[src/rtl/sr_ff_driver.sv]
// sr_ff_driver: set/reset command sequencer for a gated SR flip-flop.
// Emits one fixed-width s or r pulse per request, then verifies q/qbar.
module sr_ff_driver #(
  parameter int unsigned PW = 2,
  parameter int unsigned DT = 1
) (
  input  logic clk,
  input  logic rst_n,
  input  logic req_valid,
  input  logic req_op,
  output logic req_ready,
  output logic s,
  output logic r,
  input  logic q_fb,
  input  logic qbar_fb,
  output logic busy,
  output logic exp_q,
  output logic err
);

  if (PW < 1 || PW > 15) begin : g_bad_pw
    $error("sr_ff_driver: PW must be 1..15");
  end
  if (DT > 15) begin : g_bad_dt
    $error("sr_ff_driver: DT must be 0..15");
  end

  localparam logic [3:0] PW1 = 4'(PW - 1);
  localparam logic [3:0] DT1 = 4'(DT - 1);

  typedef enum logic [1:0] {
    IDLE,
    PULSE,
    DEAD,
    CHECK
  } state_t;

  state_t     st;
  state_t     st_n;
  logic [3:0] cnt;
  logic [3:0] cnt_n;
  logic       op;
  logic       op_n;
  logic       chk;
  logic       accept;
  logic       q_s1;
  logic       q_s2;
  logic       qb_s1;
  logic       qb_s2;
  logic       mis;

  assign req_ready = (st == IDLE) && rst_n;
  assign accept    = req_valid && req_ready;
  assign busy      = (st != IDLE);
  // q == qbar always counts as a mismatch
  assign mis       = (q_s2 != op) || (qb_s2 != ~op);

  always_comb begin
    st_n  = st;
    cnt_n = cnt;
    op_n  = op;
    chk   = 1'b0;
    unique case (st)
      IDLE: begin
        if (accept) begin
          st_n  = PULSE;
          cnt_n = PW1;
          op_n  = req_op;
        end
      end
      PULSE: begin
        if (cnt == 4'd0) begin
          if (DT == 0) begin
            st_n  = CHECK;
            cnt_n = 4'd1;
          end else begin
            st_n  = DEAD;
            cnt_n = DT1;
          end
        end else begin
          cnt_n = cnt - 4'd1;
        end
      end
      DEAD: begin
        if (cnt == 4'd0) begin
          st_n  = CHECK;
          cnt_n = 4'd1;
        end else begin
          cnt_n = cnt - 4'd1;
        end
      end
      CHECK: begin
        if (cnt == 4'd0) begin
          st_n = IDLE;
          chk  = 1'b1;
        end else begin
          cnt_n = cnt - 4'd1;
        end
      end
      default: st_n = IDLE;
    endcase
  end

  always_ff @(posedge clk or negedge rst_n) begin
    if (!rst_n) begin
      st    <= IDLE;
      cnt   <= 4'd0;
      op    <= 1'b0;
      s     <= 1'b0;
      r     <= 1'b0;
      exp_q <= 1'b0;
      err   <= 1'b0;
      q_s1  <= 1'b0;
      q_s2  <= 1'b0;
      qb_s1 <= 1'b0;
      qb_s2 <= 1'b0;
    end else begin
      st    <= st_n;
      cnt   <= cnt_n;
      op    <= op_n;
      // drives decoded from next state so s and r are glitch-free flops
      s     <= (st_n == PULSE) && op_n;
      r     <= (st_n == PULSE) && !op_n;
      if (accept) exp_q <= req_op;
      if (chk && mis) err <= 1'b1;
      q_s1  <= q_fb;
      q_s2  <= q_s1;
      qb_s1 <= qbar_fb;
      qb_s2 <= qb_s1;
    end
  end

endmodule

[config.mk]
export PLATFORM = sky130hd
export DESIGN_NAME = sr_ff_driver
export DESIGN_NICKNAME = d
export VERILOG_FILES = /design/src/rtl/sr_ff_driver.sv
export SDC_FILE = /design/constraint.sdc
export NUM_CORES = 1
export LEC_CHECK = 0
export CAP_MARGIN = 20
export CORE_MARGIN = 1.5
export CORE_UTILIZATION = 48
export CTS_CLUSTER_DIAMETER = 40
export DETAILED_ROUTE_END_ITERATION = 16
export PLACE_DENSITY = 0.85
export SLEW_MARGIN = 40
export SYNTH_ARGS = -nofsm -noshare
export SYNTH_HDL_FRONTEND = slang
export SYNTH_SLANG_ARGS = --single-unit
[constraint.sdc]
create_clock -name clk -period 1.43 [get_ports clk]
set_input_delay 0.286 -clock clk [delete_from_list [all_inputs] [get_ports clk]]
set_output_delay 0.286 -clock clk [all_outputs]
set_load 0.01 [all_outputs]
# Yosys cells after proc, flatten, opt, wreduce, memory -nomap -nowiden
# Cells that the tools add are included.
# Widths: inputs -> output; s select.
dict set report totals {
  inputBits 6
  register_bits 15
}
dict set report op_classes {
  add_sub_neg 1
  n_reduce_logical 11
  mux 14
  n_eq_ne 8
  bitwise 1
}
# operator count
set ops {}
lappend ops {{$mux 4} 4}
lappend ops {{$pmux 4 s4} 1}
lappend ops {{$mux 2} 4}
lappend ops {{$pmux 2 s4} 1}
lappend ops {{$logic_and 1x1->1} 5}
lappend ops {{$eq 2x1->1 const B} 2}
lappend ops {{$eq 2x2->1 const B} 2}
lappend ops {{$logic_not 4->1} 1}
lappend ops {{$mux 1} 4}
lappend ops {{$ne 2x2->1 const B} 2}
lappend ops {{$sub 4x1->4 const B} 1}
lappend ops {{$logic_not 2->1} 1}
lappend ops {{$ne 1x1->1} 2}
lappend ops {{$reduce_and 2->1} 1}
lappend ops {{$reduce_bool 2->1} 1}
lappend ops {{$logic_not 1->1} 1}
lappend ops {{$logic_or 1x1->1} 1}
lappend ops {{$not 1->1} 1}

# Longest topological paths before layout
dict set report depth {
  word_depth 7
  depth_mapped 5
  ltp_nobuf 5
}

# Worst setup path before layout
# No wires, ideal clock.
dict set report synth_timing {
  kind {reg-to-reg}
  from {register cnt[0]}
  to {register err}
  arrival_ns 1.181
  synth_period_minus_slack_ns 1.301
  setup_ns 0.120
  path_stages_with_launch 6
  slack_ns 0.129
  required_ns 1.310
  cell_sequence {dfrtp_1 > inv_1 > ha_1 > nor3b_2 > and2_1 > a41o_1}
}
dict set report synth_via {
  elab_chain_len 4
}
# element line
set synth_rtl {}
lappend synth_rtl {{start: declaration} 40} ;# logic [3:0] cnt;
lappend synth_rtl {{start signal: assignment} 119} ;# cnt <= cnt_n;
lappend synth_rtl {{$logic_not 4->1} 93} ;# if (cnt == 4'd0) begin
lappend synth_rtl {{$mux 1} 93}
lappend synth_rtl {{$mux 1} 63} ;# unique case (st)
lappend synth_rtl {{$logic_and 1x1->1} 125} ;# if (chk && mis) err <= 1'b1;
lappend synth_rtl {{end signal: assignment} 112} ;# err <= 1'b0;
lappend synth_rtl {{end signal: assignment} 125}
lappend synth_rtl {{end: declaration} 18} ;# output logic err
# Every way passes these cells.
# A chain may end at the register's enable or synchronous reset.

# Worst setup path after layout
dict set report layout_timing {
  from {register st[0]}
  to {output port busy}
}
dict set report layout_via {
  elab_chain_len 1
}
# element line
set layout_rtl {}
lappend layout_rtl {{start: declaration} 38} ;# state_t st;
lappend layout_rtl {{start signal: assignment} 118} ;# st <= st_n;
lappend layout_rtl {{$reduce_bool 2->1} 54} ;# assign busy = (st != IDLE);
lappend layout_rtl {{end: declaration} 16} ;# output logic busy,
# Every way passes these cells.

==> impl_results.rst <==
.. list-table::
   :header-rows: 1

   * - Metric
     - Value
   * - Wire length of the first global-routing pass
     - about 2300 um
   * - Maximum clock skew at final layout
     - roughly 1.6 ps
   * - Relative contribution of combinational cells to total power
     - 51.4%
   * - Most numerous cell types in the synthesized netlist
     - dfrtp_1, nand2_1, o21ai_0, inv_1
   * - Power share of the clock group
     - about an eighth
   * - Ratio of cells with drive above 1 in the final layout
     - between 20% and 30%
   * - Instance count of the mapped netlist
     - 58
   * - Instance area after placement
     - around 860 sq um
   * - Area of all placed cells without fillers
     - about 900 sq um
   * - Sequential cell fraction of total power
     - a little over a third
   * - Die Outline Area
     - about 1600 sq um
   * - TritonCTS clock tree
     - done
   * - Post-route insts no fill
     - 98
   * - Drt drc
     - 0
   * - PD cells
     - approximately 2100 nW/um^2
   * - Worst hold path type
     - input port to async pin
   * - Via-to-Cell Ratio
     - around 5.6
   * - Most numerous cell in the Yosys netlist
     - dfrtp_1
   * - Iter 0 DRT Violations
     - 17
   * - Average instance area after synthesis
     - about 11 sq um
   * - Sw frac
     - 37.1%
   * - Setup repair after global routing missed its margin
     - no
   * - Number of buffers inserted during clock tree synthesis
     - 3
   * - Count of state elements after synthesis
     - 15
   * - Buf+Inv Stages, Crit Path
     - 3
   * - Clock latency reported for the late side of the worst-skew pair
     - ~280 ps
   * - Crit Path Max Fanout
     - 2
   * - Filler cells
     - roughly 110
   * - Cell-by-cell trace of the critical path
     - nor2_4 -> buf_6 -> inv_4 -> buf_2
   * - Worst-case register-to-register setup slack
     - ~90 ps
   * - Post-DR wirelength/cell
     - 14.7 um
   * - Family of cells with the greatest summed delay on the critical path
     - flip-flops
   * - Sequential cell area in the final layout
     - approximately 380 sq um
   * - Top area cells in the synthesized netlist
     - dfrtp_1, o21ai_0, nand2_1
   * - Vias in the first global route
     - between 500 and 600
   * - Clock Tree Buf Depth
     - 2
   * - Core Box Area
     - 1300 sq um
   * - Cell at the slowest stage of the critical path
     - dfrtp_1
   * - Portion of the clock cycle consumed by the worst path in the final layout
     - 95.8%
   * - Data required, critical path
     - approximately 1100 ps
   * - Number of buffers added to fix hold violations after cts
     - 0
   * - Worst setup path category
     - register to primary output
   * - Die height
     - 40.2 um
   * - Result of the run
     - complete, no violations
   * - Maxcap violations
     - 0
   * - Final period demand of the worst path
     - 1370 ps
   * - Final Max Tran Viols
     - 0
   * - Static leakage power
     - around 0.44 nW
   * - Max stage delay on crit path
     - about 420 ps
   * - Cell internal pwr
     - 1.20 mW
   * - Post-CTS Setup Repair Bufs
     - 0
   * - Total power
     - ~1.9 mW
   * - Tot GR Track Use
     - 22.0%
   * - Critical path endpoint category
     - primary output
   * - Antenna diode instance count
     - 0
   * - Antenna violations before repair
     - 0
   * - Port Buf Inserts
     - 11
   * - Count of flip-flops with a built-in enable after synthesis
     - 0
   * - Vias after detailed routing
     - between 500 and 600
   * - Data arrival time at the worst-slack endpoint
     - 1080 ps
   * - GPL Wtd Cong
     - roughly 0.83
   * - Area added between synthesis and finish
     - 35.8%
   * - Worst max-slew margin expressed relative to the limit
     - between 80% and 90%
   * - Cells after DPL
     - 94
   * - Clock edge transition at the registers on the reported setup and hold paths
     - about 80 ps
   * - Peak supply drop
     - between 1000 and 1500 uV
   * - Area taken by multi-input logic gates
     - roughly 270 sq um
   * - I/O pins
     - 12
   * - Slew at the pin closest to its max-slew limit
     - between 200 and 250 ps
   * - Post-synth design cell area
     - about 660 sq um
   * - FP Rows
     - 13
   * - Post-synth top area share
     - 56.6%
   * - Setup violators final
     - 0
   * - Switching power summed over all nets
     - ~0.7 mW
   * - Count of TritonRoute iterations in the first routing pass
     - 4
   * - Clock Tree Root
     - clkbuf_4
   * - Maximum number of pins on one net before global-route repair
     - 14
   * - Clock sinks
     - 15
   * - Dominant register cell in the synthesized netlist
     - dfrtp_1
   * - Post-Route WL
     - roughly 1400 um
   * - Chip Width
     - 40.2 um
   * - Highest clock frequency the design can meet
     - ~0.73 GHz
   * - Synth unique cells
     - 29
   * - Synthesized Nets
     - between 60 and 70
   * - Synth async-reset ratio
     - 100%
   * - Starting density of the core
     - 51.0%
   * - Synthesis Warnings
     - 0
   * - CTS H-tree lvls
     - 1
   * - Hold violation count in the final report
     - 0
   * - Post-detailed-placement half-perimeter wirelength
     - ~1000 um
   * - Area leader, netlist
     - dfrtp_1
   * - End-of-flow core utilization
     - 69.2%
   * - Post-synthesis sequential area ratio
     - a little under three fifths
   * - Final #Nets
     - just over 90
   * - Setup crit start kind
     - register
   * - Overflow left after global routing
     - 0
   * - Post-route antenna net violation count
     - 0
==> cells in the final DEF, fill, tap and decap left out, types with 3 or more instances in the layout <==
master           count
buf_4               10
clkbuf_4             3
clkdlybuf4s50_1      5
dfrtp_1             15
inv_1                4
nand2_1              6
o21ai_0              4
==> repair_timing <==
action,in CTS,in global routing
gates resized for setup,11,5
endpoints found under the setup margin,4,4
pin swaps,1,0
==> power groups by stage <==
stage	clock network [mW]	logic, mW	registers (mW)
global placement	0	0.921	0.681
finish	0.239	0.980	0.687
detailed placement	0	0.953	0.691
global route	0.254	1.08	0.704
CTS	0.237	0.946	0.682
floorplan	0	0.528	0.713
==> path summary, 6_finish.rpt <==
kind / from / to / cells after the start
setup / recovery: st[0] / busy / 4
hold / removal: rst_n / cnt[0] / 2
setup reg to reg: cnt[0] / err / 5
hold reg to reg: qb_s1 / qb_s2 / 0
max in group asynchronous: rst_n / st[0] / 3
min in group clk: qb_s1 / qb_s2 / 0
==> sequential cells by signal (all words and copies together), names as in the netlist <==
register	count
qb_s2	1
r	1
qb_s1	1
q_s1	1
exp_q	1
st	2
s	1
q_s2	1
err	1
op	1
cnt	4
==> metrics by stage <==
stage | TNS (ps) | worst slack, ps | hold slack, ps
3_5_place_dp | -1130 | -316 | 336
4_1_cts | 0 | 7.91 | 337
6_report | 0 | 59.8 | 334
3_3_place_gp | -923 | -307 | 333
2_1_floorplan | 0 | 129 | -9.59
5_1_grt | 0 | 2.20 | 346
==> final cells by class <==
cell class,count,area share [%]
Sequential cell,15,41.7
Multi-Input combinational cell,37,30.0
Timing Repair Buffer,22,21.0
Clock buffer,4,2.92
Inverter,5,2.36
Tap cell,15,2.08
==> logic make-up (layout without fill, tap and decap cells) <==
kind of cell    count (synthesis)  in the layout  share of synthesized area (%)
buf+inv                         6             31                           4.91
compound gates                 15             15                           16.2
simple gates                   20             20                           19.1
xor+xnor                        1              1                           1.32
flops                          15             15                           56.6
fa+ha+maj                       1              1                           1.89
==> per-layer routing <==
layer	track usage (%)	wire length, um	up-vias
li1	-	-	262
met5	0	0	-
met1	28.1	629	263
met3	5.00	64	4
met2	35.5	724	18
met4	10.0	25	0
(Power assumes the default switching activity.)
